## config.mk

```make
export PLATFORM = sky130hd
export DESIGN_NAME = monobit_byte_feeder_flat
export DESIGN_NICKNAME = d
export VERILOG_FILES = /design/src/rtl/monobit_pkg.sv /design/src/rtl/monobit_byte_feeder_if.sv /design/src/rtl/monobit_strobe_sync.sv /design/src/rtl/monobit_byte_feeder.sv /design/src/flat_wrapper.sv
export SDC_FILE = /design/constraint.sdc
export NUM_CORES = 1
export LEC_CHECK = 0
export CAP_MARGIN = 20
export CORE_MARGIN = 2
export CORE_UTILIZATION = 50
export CTS_BUF_LIST = sky130_fd_sc_hd__clkbuf_2 sky130_fd_sc_hd__clkbuf_4 sky130_fd_sc_hd__clkbuf_8
export CTS_CLUSTER_SIZE = 10
export DETAILED_ROUTE_END_ITERATION = 16
export GPL_ROUTABILITY_DRIVEN = 0
export PLACE_DENSITY = 0.78
export SKIP_CTS_REPAIR_TIMING = 1
export SLEW_MARGIN = 20
export SYNTH_ARGS = -nofsm -noshare
export SYNTH_HDL_FRONTEND = slang
export SYNTH_HIERARCHICAL = 1
export SYNTH_SLANG_ARGS = --single-unit
```

## constraint.sdc

```tcl
create_clock -name clk -period 4.1 [get_ports clk]
set_clock_uncertainty 0.1 [all_clocks]
set_input_delay 0.82 -clock clk [delete_from_list [all_inputs] [get_ports clk]]
set_output_delay 0.82 -clock clk [all_outputs]
set_load 0.005 [all_outputs]
```

## src/rtl/monobit_pkg.sv

```systemverilog
// Shared types and constants for the monobit byte feeder.
// Optional drop counter build macro: MONOBIT_FEEDER_DROP_CNT_EN.
package monobit_pkg;

  localparam int MONOBIT_BLOCK_BITS_DEFAULT = 128;

  typedef enum logic {
    IDLE  = 1'b0,
    SHIFT = 1'b1
  } feeder_state_t;

  // Block counter width; never narrower than one bit.
  function automatic int blk_cnt_width(input int block_bits);
    return (block_bits > 2) ? $clog2(block_bits) : 1;
  endfunction

endpackage

```

## src/rtl/monobit_byte_feeder_if.sv

```systemverilog
// Serialized bit stream from the feeder to the monobit test core.
interface monobit_byte_feeder_if;
  logic bit_out;
  logic bit_valid;
  logic bit_ready;
  logic bit_first;
  logic bit_last;

  modport master (
    output bit_out, bit_valid, bit_first, bit_last,
    input  bit_ready
  );

  modport slave (
    input  bit_out, bit_valid, bit_first, bit_last,
    output bit_ready
  );
endinterface

```

## src/rtl/monobit_strobe_sync.sv

```systemverilog
// Two-flop synchronizer for an asynchronous strobe followed by a
// single-cycle rising-edge pulse generator.
module monobit_strobe_sync (
  input  logic clk,
  input  logic rst,
  input  logic strobe,
  output logic pulse
);

  logic sync1_reg;
  logic sync2_reg;
  logic prev_reg;

  always_ff @(posedge clk or posedge rst) begin
    if (rst) begin
      sync1_reg <= 1'b0;
      sync2_reg <= 1'b0;
      prev_reg  <= 1'b0;
    end else begin
      sync1_reg <= strobe;
      sync2_reg <= sync1_reg;
      prev_reg  <= sync2_reg;
    end
  end

  assign pulse = sync2_reg & ~prev_reg;

endmodule

```

## src/rtl/monobit_byte_feeder.sv

```systemverilog
// Captures strobed bytes into a 2-entry FIFO and serializes them MSB-first
// with block framing. Optional drop counter: MONOBIT_FEEDER_DROP_CNT_EN.
module monobit_byte_feeder
  import monobit_pkg::*;
#(
  parameter int BLOCK_BITS = MONOBIT_BLOCK_BITS_DEFAULT
) (
  input  logic                  clk,
  input  logic                  rst,
  input  logic                  ena,
  input  logic [7:0]            din,
  input  logic                  din_strobe,
  monobit_byte_feeder_if.master bit_if,
  output logic [1:0]            fifo_level,
  output logic                  overflow
`ifdef MONOBIT_FEEDER_DROP_CNT_EN
  ,
  output logic [7:0]            drop_cnt
`endif
);

  localparam int CW = blk_cnt_width(BLOCK_BITS);
  localparam logic [CW-1:0] CNT_MAX = CW'(BLOCK_BITS - 1);

  logic strobe_pulse;
  logic push_req;
  logic push;
  logic pop;
  logic drop;

  logic [7:0]    fifo_mem [2];
  logic          fifo_wr_ptr_reg;
  logic          fifo_rd_ptr_reg;
  logic [1:0]    fifo_level_reg;
  logic [1:0]    fifo_level_next;
  logic [7:0]    fifo_head;
  logic          overflow_reg;

  feeder_state_t state_reg, state_next;
  logic [7:0]    shreg_reg, shreg_next;
  logic [3:0]    bits_left_reg, bits_left_next;
  logic [CW-1:0] cnt_reg, cnt_next;

  monobit_strobe_sync u_strobe_sync (
    .clk    (clk),
    .rst    (rst),
    .strobe (din_strobe),
    .pulse  (strobe_pulse)
  );

  // A full FIFO can still take a byte when the serializer pops in the same cycle.
  assign push_req  = strobe_pulse & ena;
  assign push      = push_req & ((fifo_level_reg != 2'd2) | pop);
  assign drop      = push_req & ~push;
  assign fifo_head = fifo_mem[fifo_rd_ptr_reg];

  always_comb begin
    fifo_level_next = fifo_level_reg;
    case ({push, pop})
      2'b10:   fifo_level_next = fifo_level_reg + 2'd1;
      2'b01:   fifo_level_next = fifo_level_reg - 2'd1;
      default: fifo_level_next = fifo_level_reg;
    endcase
  end

  always_comb begin
    state_next     = state_reg;
    shreg_next     = shreg_reg;
    bits_left_next = bits_left_reg;
    cnt_next       = cnt_reg;
    pop            = 1'b0;
    case (state_reg)
      IDLE: begin
        if (fifo_level_reg != 2'd0) begin
          pop            = 1'b1;
          shreg_next     = fifo_head;
          bits_left_next = 4'd8;
          state_next     = SHIFT;
        end
      end
      SHIFT: begin
        if (bit_if.bit_ready) begin
          cnt_next = (cnt_reg == CNT_MAX) ? '0 : cnt_reg + 1'b1;
          if (bits_left_reg == 4'd1) begin
            // Reload straight from the FIFO so byte boundaries carry no bubble.
            if (fifo_level_reg != 2'd0) begin
              pop            = 1'b1;
              shreg_next     = fifo_head;
              bits_left_next = 4'd8;
            end else begin
              shreg_next     = '0;
              bits_left_next = 4'd0;
              state_next     = IDLE;
            end
          end else begin
            shreg_next     = {shreg_reg[6:0], 1'b0};
            bits_left_next = bits_left_reg - 4'd1;
          end
        end
      end
      default: state_next = IDLE;
    endcase
  end

  always_ff @(posedge clk or posedge rst) begin
    if (rst) begin
      state_reg       <= IDLE;
      shreg_reg       <= '0;
      bits_left_reg   <= '0;
      cnt_reg         <= '0;
      fifo_wr_ptr_reg <= 1'b0;
      fifo_rd_ptr_reg <= 1'b0;
      fifo_level_reg  <= 2'd0;
      overflow_reg    <= 1'b0;
      for (int i = 0; i < 2; i++) fifo_mem[i] <= '0;
    end else begin
      state_reg       <= state_next;
      shreg_reg       <= shreg_next;
      bits_left_reg   <= bits_left_next;
      cnt_reg         <= cnt_next;
      fifo_wr_ptr_reg <= fifo_wr_ptr_reg ^ push;
      fifo_rd_ptr_reg <= fifo_rd_ptr_reg ^ pop;
      fifo_level_reg  <= fifo_level_next;
      overflow_reg    <= overflow_reg | drop;
      if (push) fifo_mem[fifo_wr_ptr_reg] <= din;
    end
  end

`ifdef MONOBIT_FEEDER_DROP_CNT_EN
  logic [7:0] drop_cnt_reg;

  always_ff @(posedge clk or posedge rst) begin
    if (rst) begin
      drop_cnt_reg <= 8'd0;
    end else if (drop && (drop_cnt_reg != 8'hFF)) begin
      drop_cnt_reg <= drop_cnt_reg + 8'd1;
    end
  end

  assign drop_cnt = drop_cnt_reg;
`endif

  assign bit_if.bit_valid = (state_reg == SHIFT);
  assign bit_if.bit_out   = shreg_reg[7];
  assign bit_if.bit_first = (state_reg == SHIFT) && (cnt_reg == '0);
  assign bit_if.bit_last  = (state_reg == SHIFT) && (cnt_reg == CNT_MAX);
  assign fifo_level       = fifo_level_reg;
  assign overflow         = overflow_reg;

endmodule
```

## src/flat_wrapper.sv

```systemverilog
// flat-port wrapper written by rule: the top's interface ports become plain ports
module monobit_byte_feeder_flat import monobit_pkg::*;
#(
  parameter int BLOCK_BITS = MONOBIT_BLOCK_BITS_DEFAULT
)
  (clk, rst, ena, din, din_strobe, fifo_level, overflow, bit_if_bit_out, bit_if_bit_valid, bit_if_bit_first, bit_if_bit_last, bit_if_bit_ready);
  monobit_byte_feeder_if bit_if_i ();
  input  logic clk;
  input  logic rst;
  input  logic ena;
  input  logic [7:0] din;
  input  logic din_strobe;
  output logic [1:0] fifo_level;
  output logic overflow;
  output wire logic [$bits(bit_if_i.bit_out)-1:0] bit_if_bit_out;
  output wire logic [$bits(bit_if_i.bit_valid)-1:0] bit_if_bit_valid;
  output wire logic [$bits(bit_if_i.bit_first)-1:0] bit_if_bit_first;
  output wire logic [$bits(bit_if_i.bit_last)-1:0] bit_if_bit_last;
  input wire logic [$bits(bit_if_i.bit_ready)-1:0] bit_if_bit_ready;
  assign bit_if_bit_out = bit_if_i.bit_out;
  assign bit_if_bit_valid = bit_if_i.bit_valid;
  assign bit_if_bit_first = bit_if_i.bit_first;
  assign bit_if_bit_last = bit_if_i.bit_last;
  assign bit_if_i.bit_ready = bit_if_bit_ready;
  monobit_byte_feeder #(.BLOCK_BITS(BLOCK_BITS)) u_core (.clk(clk), .rst(rst), .ena(ena), .din(din), .din_strobe(din_strobe), .bit_if(bit_if_i), .fifo_level(fifo_level), .overflow(overflow));
endmodule
```

==> results.md, run 1 <==
- Number of synthesized flops with an enable pin: 0
- All-Layer GR Usage: 0.1749
- Post-Syn Area: 0.002176 sq mm
- Root buffer cell: clkbuf_8
- Per-cell routed wire length: 15.23 um
- Critical Path AT: 2.14 ns
- WS Path Type: flip-flop to primary output
- Fin Setup TNS: 0 ns
- Clock slew at reported path FFs: 0.08 ns
- Post-route minimum period: 3.065 ns
- RSZ-0062 raised after global routing: false
- Die Wd: 69.97 um
- Commonest non-fill, non-tap cell in the layout: dfrtp_1
- Synth Instances: 190
- Non-Filler Instances: 259
- Final worst-path cycle share: 0.7475
- Yosys reg bits: 44
- VDD IR-drop max: 0.0002865 V
- H-tree depth: 2
- Core area: 0.004086 sq mm
- CP startpoint: u_core/cnt_reg[0]
- Tightest Pin Transition: 0.5690 ns
- Vias: 1,495
- Rows: 23
- Final Hold Fails: 0
- Iter 0 DRT Violations: 114
- Asr flop ratio synth: 1.000
- Seq/Total Area, Yosys: 0.5060
- Fmax: 326.3 MHz
- CP required: 3.18 ns
- CP Buf/Inv Count: 2
- Num ports: 20
- HP Start: u_core/u_strobe_sync/sync1_reg
- Vias in the first global route: 1,447
- Initial antenna violation count: 0
- Cts bufs inserted: 5
- CTS sink count: 44
- Dpl cells: 251
- Mean post-synth cell area: 11.45 sq um
- Post-DRT Antenna Nets: 0
- Die Ht: 69.97 um
- Pwr/cell area: 652.5 mW/mm^2
- Layout cell share with drive strength beyond 1: 0.1818
- Synth Net Count: 210
- Final core utilization: 0.6142
- Top FF cell, synth: dfrtp_1
- Worst reg2reg path startpoint: u_core/bits_left_reg[1]
- Status: finished, final reports clean
- Slowest cell on crit path: clkdlybuf4s50_1
- Max-cap violation count: 0
- Max-slew violation count: 0
- CTS tree: yes
- Crit path max-delay family: buffers and inverters
- Crit Path Max Fanout: 6
- Largest net degree at the start of global routing: 42
- Setup crit end kind: primary output
- Critical path launch point type: flip-flop
- Grt ovf: 0
- Commonest cells after routing, fill and taps aside: dfrtp_1, mux2_2, clkdlybuf4s50_1
- Fin nets: 228
- Critical Path, Cell by Cell: inv_1 > ha_1 > or4b_1 > nor4_1 > clkdlybuf4s50_1
- DIE AREA: 0.004895 sq mm
- First-pass GRT wire length: 6837 um
- CTS Buffer Depth: 2
- Later-pin clock latency in the skew report: 0.30 ns
- Max reg flops: 16
- Area Overhead vs Synth: 15.35%
- Pleak: 1.095 nW
- DRT Wirelength: 3944 um
- Crit-path max cell delay: 0.56 ns
- Setup violations, final: 0
- Post-synthesis cell type count: 44
- Hold/Removal Path Class: flip-flop to flip-flop
- # fillers: 349
- DRC: 0
- Initial core utilization: 0.5325
- Vias per inst: 5.772
- Initial DRT Pass Iterations: 4
- Slew margin rel.: 0.6190
- DP HPWL: 2823 um
- IO Port Bufs: 19
- Antenna Cells: 0
- Yosys warning total: 6
==> synth_stat cells (3+ instances only) <==
cell type / instances / area share
nor2_1: 5 / 0.0086
ha_1: 7 / 0.040
clkbuf_1: 6 / 0.010
o211ai_1: 8 / 0.028
or3_1: 3 / 0.0086
nand2_1: 10 / 0.017
a31oi_1: 9 / 0.026
mux2_2: 23 / 0.12
a21oi_1: 8 / 0.018
and3_1: 4 / 0.011
nand3_1: 11 / 0.025
xor2_1: 4 / 0.016
nor3_1: 3 / 0.0069
inv_1: 9 / 0.016
dfrtp_1: 44 / 0.51
xnor2_1: 3 / 0.012
==> per-layer routing <==
layer  track usage  up-vias  routed length (um)
met5             0        -                   0
met1        0.2407      730                1827
met4       0.05769        0                  25
li1              -      726                   -
met3       0.04040        4                 198
met2        0.2730       35                1894
==> metrics by stage <==
stage	hold slack, ns	setup slack (ns)	area [sq um]	total power [W]
finish	0.2551	1.035	2510	0.001638
CTS	0.2590	1.014	2510	0.001653
global route	0.2667	0.8674	2510	0.001752
global placement	0.2352	1.004	2395	0.001289
detailed placement	0.2428	0.9616	2395	0.001315
floorplan	0.2312	1.621	2176	0.001156
==> final timing paths <==
| kind | depth (start not counted) | to | slack, ns |
|---|---|---|---|
| max | 5 | bit_if_bit_first | 1.04 |
| min | 0 | u_core/u_strobe_sync/sync2_reg | 0.26 |
| max reg2reg | 7 | u_core/fifo_mem[5] | 1.80 |
| min reg2reg | 0 | u_core/u_strobe_sync/sync2_reg | 0.26 |
| max in group asynchronous | 3 | u_core/fifo_mem[7] | 2.68 |
| min in group asynchronous | 2 | u_core/u_strobe_sync/sync2_reg | 0.61 |
==> cell type report <==
type,count,area (sq um),share of cell area
flip-flops and latches,44,1101,0.4387
clock buffers,5,68.82,0.02742
well taps,50,62.56,0.02493
multi-input cells,126,988.4,0.3938
clock inverters,3,46.29,0.01844
repair buffers,21,205.2,0.08175
inverters,10,37.54,0.01496
==> worst register-to-register path: stages (launching register included) <==
cell and delay, ns:
dfrtp_1 0.38, inv_1 0.10, ha_1 0.20, nand4bb_1 0.16, and4b_1 0.26, nor2_1 0.18, ha_1 0.42, mux2_2 0.39
==> where the power goes <==
group          leakage, nW  total, W  internal, W  switching (W)
clock network       0.0548  0.000336     0.000183       0.000152
registers            0.517  0.000780     0.000616       0.000164
logic                0.523  0.000522     0.000304       0.000218
==> logic make-up (layout without fill, tap and decap cells) <==
family	after synthesis	after routing	share of synthesized area
buffers and inverters	20	39	0.03967
muxes	24	24	0.1236
AOI/OAI and AO/OA	39	39	0.1317
xor gates and xnor gates	7	7	0.02818
and+or+nand+nor	49	49	0.1305
adders and majority gates	7	7	0.04025
DFF	44	44	0.5060
Note: power is estimated with default switching activity, not from simulation.
==> inputs of run 2 (changes only) <==
--- a/config.mk
+++ b/config.mk
@@ -12,7 +12,7 @@
 export CTS_CLUSTER_SIZE = 10
 export DETAILED_ROUTE_END_ITERATION = 16
 export GPL_ROUTABILITY_DRIVEN = 0
-export PLACE_DENSITY = 0.78
+export PLACE_DENSITY = 0.81
 export SKIP_CTS_REPAIR_TIMING = 1
 export SLEW_MARGIN = 20
 export SYNTH_ARGS = -nofsm -noshare
==> constraint.sdc (replaced) <==
create_clock -name clk -period 2.6 [get_ports clk]
set_clock_uncertainty 0.1 [all_clocks]
set_input_delay 0.52 -clock clk [delete_from_list [all_inputs] [get_ports clk]]
set_output_delay 0.52 -clock clk [all_outputs]
set_load 0.005 [all_outputs]
==> run 2 against run 1 <==
  * Register-to-register slack got worse by 1.4 ns
  * Largest power group unchanged
  * Clock power rose by 30%
  * Global-route usage rose by 1.3 points
  * Critical endpoint is now bit_if_bit_last
  * Clock-buffer cell count rose by 1
  * Non-clock buffer count rose by 9
  * Total power rose by 56%
  * Combinational power rose by 72%
  * Setup slack got worse by 0.86 ns
==> results.md, run 2 (same netlist as run 1, synthesis figures left out) <==
- H-tree depth: 2
- VDD IR-drop max: 0.0005151 V
- CP Buf/Inv Count: 2
- Crit path max-delay family: buffers and inverters
- Vias: 1,512
- Critical Path, Cell by Cell: buf_4 > ha_1 > nand3_1 > nor3_1 > clkdlybuf4s50_1
- R2r setup slk: 0.44 ns
- Post-DRT Antenna Nets: 0
- Crit Path Max Fanout: 5
- DRC: 0
- Die Wd: 69.97 um
- Fin Setup TNS: 0 ns
- Setup crit end kind: primary output
- Crit-path max cell delay: 0.53 ns
- First-pass GRT wire length: 7376 um
- Fmax: 411.7 MHz
- Status: finished, final reports clean
- Placed instance area: 0.002472 sq mm
- # fillers: 329
- RSZ-0062 raised after global routing: false
- Worst reg2reg path startpoint: u_core/bits_left_reg[1]
- Final worst-path cycle share: 0.9342
- Fin nets: 237
- All-Layer GR Usage: 0.1882
- Setup violations, final: 0
- Die Ht: 69.97 um
- Reg2Reg Capture Point: u_core/fifo_mem[0]
- Max-slew violation count: 0
- Hold endpoint: u_core/u_strobe_sync/sync2_reg
- Slowest cell on crit path: clkdlybuf4s50_1
- Initial core utilization: 0.5325
- HP Start: u_core/u_strobe_sync/sync1_reg
- Core area: 0.004086 sq mm
- Critical Path AT: 1.81 ns
- Initial DRT Pass Iterations: 4
- Vias per inst: 5.642
- DRT Wirelength: 4112 um
- Num ports: 20
- WS Path Type: flip-flop to primary output
- Pwr/cell area: 987.3 mW/mm^2
- CTS sink count: 44
- Finished Cell Area: 0.002589 sq mm
- IO Port Bufs: 19
- Root buffer cell: clkbuf_8
- Critical path launch point type: flip-flop
- Later-pin clock latency in the skew report: 0.29 ns
- Max reg flops: 16
- Vias in the first global route: 1,598
- Final core utilization: 0.6335
- Largest net degree at the start of global routing: 42
- Initial antenna violation count: 0
- Cts bufs inserted: 5
- Slew margin rel.: 0.6021
- Post-route minimum period: 2.429 ns
- Iter 0 DRT Violations: 63
- Clock slew at reported path FFs: 0.08 ns
- Grt ovf: 0
- CP required: 1.98 ns
- Commonest cells after routing, fill and taps aside: dfrtp_1, mux2_2, clkdlybuf4s50_1
- DIE AREA: 0.004895 sq mm
- DP HPWL: 2799 um
- Worst hold stages: 0
- Final Hold Fails: 0
- Pleak: 1.160 nW
- Layout cell share with drive strength beyond 1: 0.2202
- Commonest non-fill, non-tap cell in the layout: dfrtp_1
- CTS Buffer Depth: 2
- Hold/Removal Path Class: flip-flop to flip-flop
- Area Overhead vs Synth: 18.98%
- Tightest Pin Transition: 0.5943 ns
- Rows: 23
- Antenna Cells: 0
- R2R depth: 8
- CTS tree: yes
- Per-cell routed wire length: 15.34 um
- Max-cap violation count: 0
-- run 2: cell types whose count changed in the layout (fill, tap and decap cells not counted) --
| cell | previous run | this run |
|---|---|---|
| buf_12 | 0 | 2 |
| buf_4 | 2 | 9 |
| bufinv_16 | 1 | 0 |
| clkbuf_8 | 5 | 6 |
| clkdlybuf4s50_1 | 19 | 18 |
| clkinv_2 | 0 | 2 |
| clkinvlp_4 | 1 | 0 |
| dlymetal6s2s_1 | 0 | 1 |
| inv_6 | 1 | 0 |
| nor4_1 | 1 | 0 |
| nor4_2 | 0 | 1 |
-- run 2: where the power goes --
group          total [W]  internal (W)  leakage [nW]  switching, W
registers        0.00122      0.000972         0.517      0.000247
clock network   0.000437      0.000212        0.0510      0.000225
logic           0.000900      0.000527         0.593      0.000373
total            0.00256       0.00171          1.16      0.000845
-- run 2: worst max path at each step --
stage / from / to / cells past startpoint
floorplan: bit_if_bit_ready / u_core/fifo_mem[0] / 7
global placement: bit_if_bit_ready / u_core/fifo_mem[15] / 7
detailed placement: bit_if_bit_ready / u_core/fifo_mem[3] / 7
CTS: u_core/cnt_reg[0] / bit_if_bit_first / 5
global route: u_core/cnt_reg[1] / bit_if_bit_last / 5
finish: u_core/cnt_reg[1] / bit_if_bit_last / 5
-- run 2: metrics by stage --
stage | setup WS (ns) | total power (W) | instances | hold slack (ns)
floorplan | 0.4214 | 0.001822 | 190 | 0.1736
global placement | 0.1175 | 0.002070 | 258 | 0.2383
detailed placement | 0.02563 | 0.002112 | 258 | 0.2347
CTS | -0.1954 | 0.002551 | 266 | 0.2532
global route | 0.03305 | 0.002750 | 268 | 0.2616
finish | 0.1710 | 0.002556 | 268 | 0.2512
-- run 2: per-layer routing --
metal,GRT usage,wire length [um]
met1,0.2465,1893
met2,0.3069,1975
met3,0.03608,194
met4,0.07692,48
met5,0,0
-- run 2: area by class of cell --
class | count | area, sq um | share of cell area
sequential | 44 | 1101 | 0.4253
multi-input combinational | 126 | 994.7 | 0.3842
timing repair buffer | 30 | 300.3 | 0.1160
clock buffer | 6 | 82.58 | 0.03190
tap | 50 | 62.56 | 0.02417
inverter | 10 | 37.54 | 0.01450
clock inverter | 2 | 10.01 | 0.003867
==> inputs of run 3 (changes only) <==
--- a/config.mk
+++ b/config.mk
@@ -12,7 +12,7 @@
 export CTS_CLUSTER_SIZE = 10
 export DETAILED_ROUTE_END_ITERATION = 16
 export GPL_ROUTABILITY_DRIVEN = 0
-export PLACE_DENSITY = 0.81
+export PLACE_DENSITY = 0.78
 export SKIP_CTS_REPAIR_TIMING = 1
 export SLEW_MARGIN = 20
 export SYNTH_ARGS = -nofsm -noshare
==> constraint.sdc (replaced) <==
create_clock -name clk -period 3.05 [get_ports clk]
set_clock_uncertainty 0.1 [all_clocks]
set_input_delay 0.61 -clock clk [delete_from_list [all_inputs] [get_ports clk]]
set_output_delay 0.61 -clock clk [all_outputs]
set_load 0.005 [all_outputs]
==> run 3 against run 2 <==
  * Worst hold slack gained 0.0064 ns
  * Clock power shrank 13%
  * Non-clock buffer count fell by 7
  * Flip-flop and latch count is the same
  * Die area unchanged
  * Register-to-register slack improved by 0.29 ns
  * Setup slack got worse by 0.030 ns
  * Clock-buffer cell count unchanged
  * Largest power group unchanged
  * Wire length increased by 0.85%
  * First-iteration DRC count increased by 86%
==> results.md, run 3 (same netlist as run 1, synthesis figures left out) <==
- Pleak: 1.094 nW
- Initial core utilization: 0.5325
- Critical path launch point type: flip-flop
- Max reg flops: 16
- Initial antenna violation count: 0
- Cts bufs inserted: 5
- Worst reg2reg path startpoint: u_core/bits_left_reg[1]
- Vias per inst: 5.739
- Post-route minimum period: 2.909 ns
- Die Ht: 69.97 um
- Commonest non-fill, non-tap cell in the layout: dfrtp_1
- Fin nets: 230
- Pwr/cell area: 854.6 mW/mm^2
- Final Hold Fails: 0
- Rows: 23
- WHS: 0.2577 ns
- Critical Path AT: 2.20 ns
- Critical Path, Cell by Cell: inv_1 > ha_1 > or4b_1 > nor4_1 > clkdlybuf4s50_1
- Root buffer cell: clkbuf_8
- Initial DRT Pass Iterations: 4
- Later-pin clock latency in the skew report: 0.30 ns
- IO Port Bufs: 19
- Post-DRT Antenna Nets: 0
- All-Layer GR Usage: 0.1882
- RSZ-0062 raised after global routing: false
- Tightest Pin Transition: 0.5778 ns
- DRC: 0
- CP required: 2.34 ns
- Antenna Cells: 0
- Slew margin rel.: 0.6131
- Setup violations, final: 0
- VDD IR-drop max: 0.0004975 V
- # fillers: 363
- Num ports: 20
- DP HPWL: 2998 um
- Fmax: 343.7 MHz
- Grt ovf: 0
- R2r setup slk: 0.73 ns
- Max-cap violation count: 0
- Crit Path Max Fanout: 6
- CTS tree: yes
- Largest net degree at the start of global routing: 42
- Setup crit end kind: primary output
- Clock slew at reported path FFs: 0.08 ns
- Status: finished, final reports clean
- H-tree depth: 2
- CTS sink count: 44
- Area Overhead vs Synth: 15.24%
- Final worst-path cycle share: 0.9538
- Crit-path max cell delay: 0.56 ns
- Commonest cells after routing, fill and taps aside: dfrtp_1, mux2_2, clkdlybuf4s50_1
- Slowest cell on crit path: clkdlybuf4s50_1
- R2R depth: 7
- CTS Buffer Depth: 2
- Core area: 0.004086 sq mm
- Layout cell share with drive strength beyond 1: 0.1896
- First-pass GRT wire length: 7196 um
- Max-slew violation count: 0
- DRT Wirelength: 4147 um
- Iter 0 DRT Violations: 117
- Fin Setup TNS: 0 ns
- DIE AREA: 0.004895 sq mm
- Reg2Reg Capture Point: u_core/fifo_mem[1]
- CP startpoint: u_core/cnt_reg[0]
- Vias in the first global route: 1,451
- WS Path Type: flip-flop to primary output
- Die Wd: 69.97 um
- Dpl cells: 253
- Hold/Removal Path Class: flip-flop to flip-flop
- Worst Setup EP: bit_if_bit_first
- Non-Filler Instances: 261
- Per-cell routed wire length: 15.89 um
- Vias: 1,498
## run 3: changes by cell type in the layout (fill, tap and decap cells not counted), moves of 2 or more
| cell | delta |
|---|---|
| buf_12 | -2 |
| clkinv_2 | -2 |
| buf_4 | -5 |
| clkinvlp_4 | +2 |
## run 3: stage by stage
stage          setup WS [ns]  total power, W    util  cell area [sq um]
2_1_floorplan         0.7814        0.001554       -               2176
3_3_place_gp          0.3565        0.001742  0.5897               2410
3_5_place_dp          0.2910        0.001781  0.5897               2410
4_1_cts               0.1254        0.002171  0.6136               2507
5_1_grt              0.03403        0.002316  0.6136               2507
6_report              0.1409        0.002143  0.6136               2507
## run 3: power breakdown
| group | internal [W] | switching, W |
|---|---|---|
| combinational | 0.000410 | 0.000296 |
| sequential | 0.000828 | 0.000227 |
| clock | 0.000183 | 0.000198 |
| total | 0.00142 | 0.000721 |
## run 3: how the worst min path moves through the flow
stage / from / end / slack, ns / cells after the start
finish: u_core/u_strobe_sync/sync1_reg / u_core/u_strobe_sync/sync2_reg / 0.26 / 0
global route: u_core/u_strobe_sync/sync1_reg / u_core/u_strobe_sync/sync2_reg / 0.27 / 0
CTS: u_core/u_strobe_sync/sync1_reg / u_core/u_strobe_sync/sync2_reg / 0.26 / 0
detailed placement: u_core/u_strobe_sync/sync1_reg / u_core/u_strobe_sync/sync2_reg / 0.24 / 0
global placement: u_core/u_strobe_sync/sync1_reg / u_core/u_strobe_sync/sync2_reg / 0.23 / 0
floorplan: u_core/u_strobe_sync/sync1_reg / u_core/u_strobe_sync/sync2_reg / 0.23 / 0
## run 3: cell type report
type | count | area, sq um | area share
multi-input cells | 126 | 988.4 | 0.3942
well taps | 50 | 62.56 | 0.02495
clock inverters | 2 | 15.01 | 0.005988
repair buffers | 23 | 220.2 | 0.08782
flip-flops and latches | 44 | 1101 | 0.4391
inverters | 10 | 37.54 | 0.01497
clock buffers | 6 | 82.58 | 0.03293
## run 3: worst max-delay path: cells and delay by family (launching register included)
kind          cells  cell delay [ns]
flops             1             0.45
simple gates      2             0.65
buf+inv           2             0.66
fa+ha+maj         1             0.14
## run 3: routing by layer
layer  vias to the layer above  wire length [um]  track usage
met4                         0                64      0.06410
met3                         5               231      0.05772
met2                        45              1881       0.2868
met5                         -                 0            0
met1                       722              1970       0.2556
li1                        726                 -            -
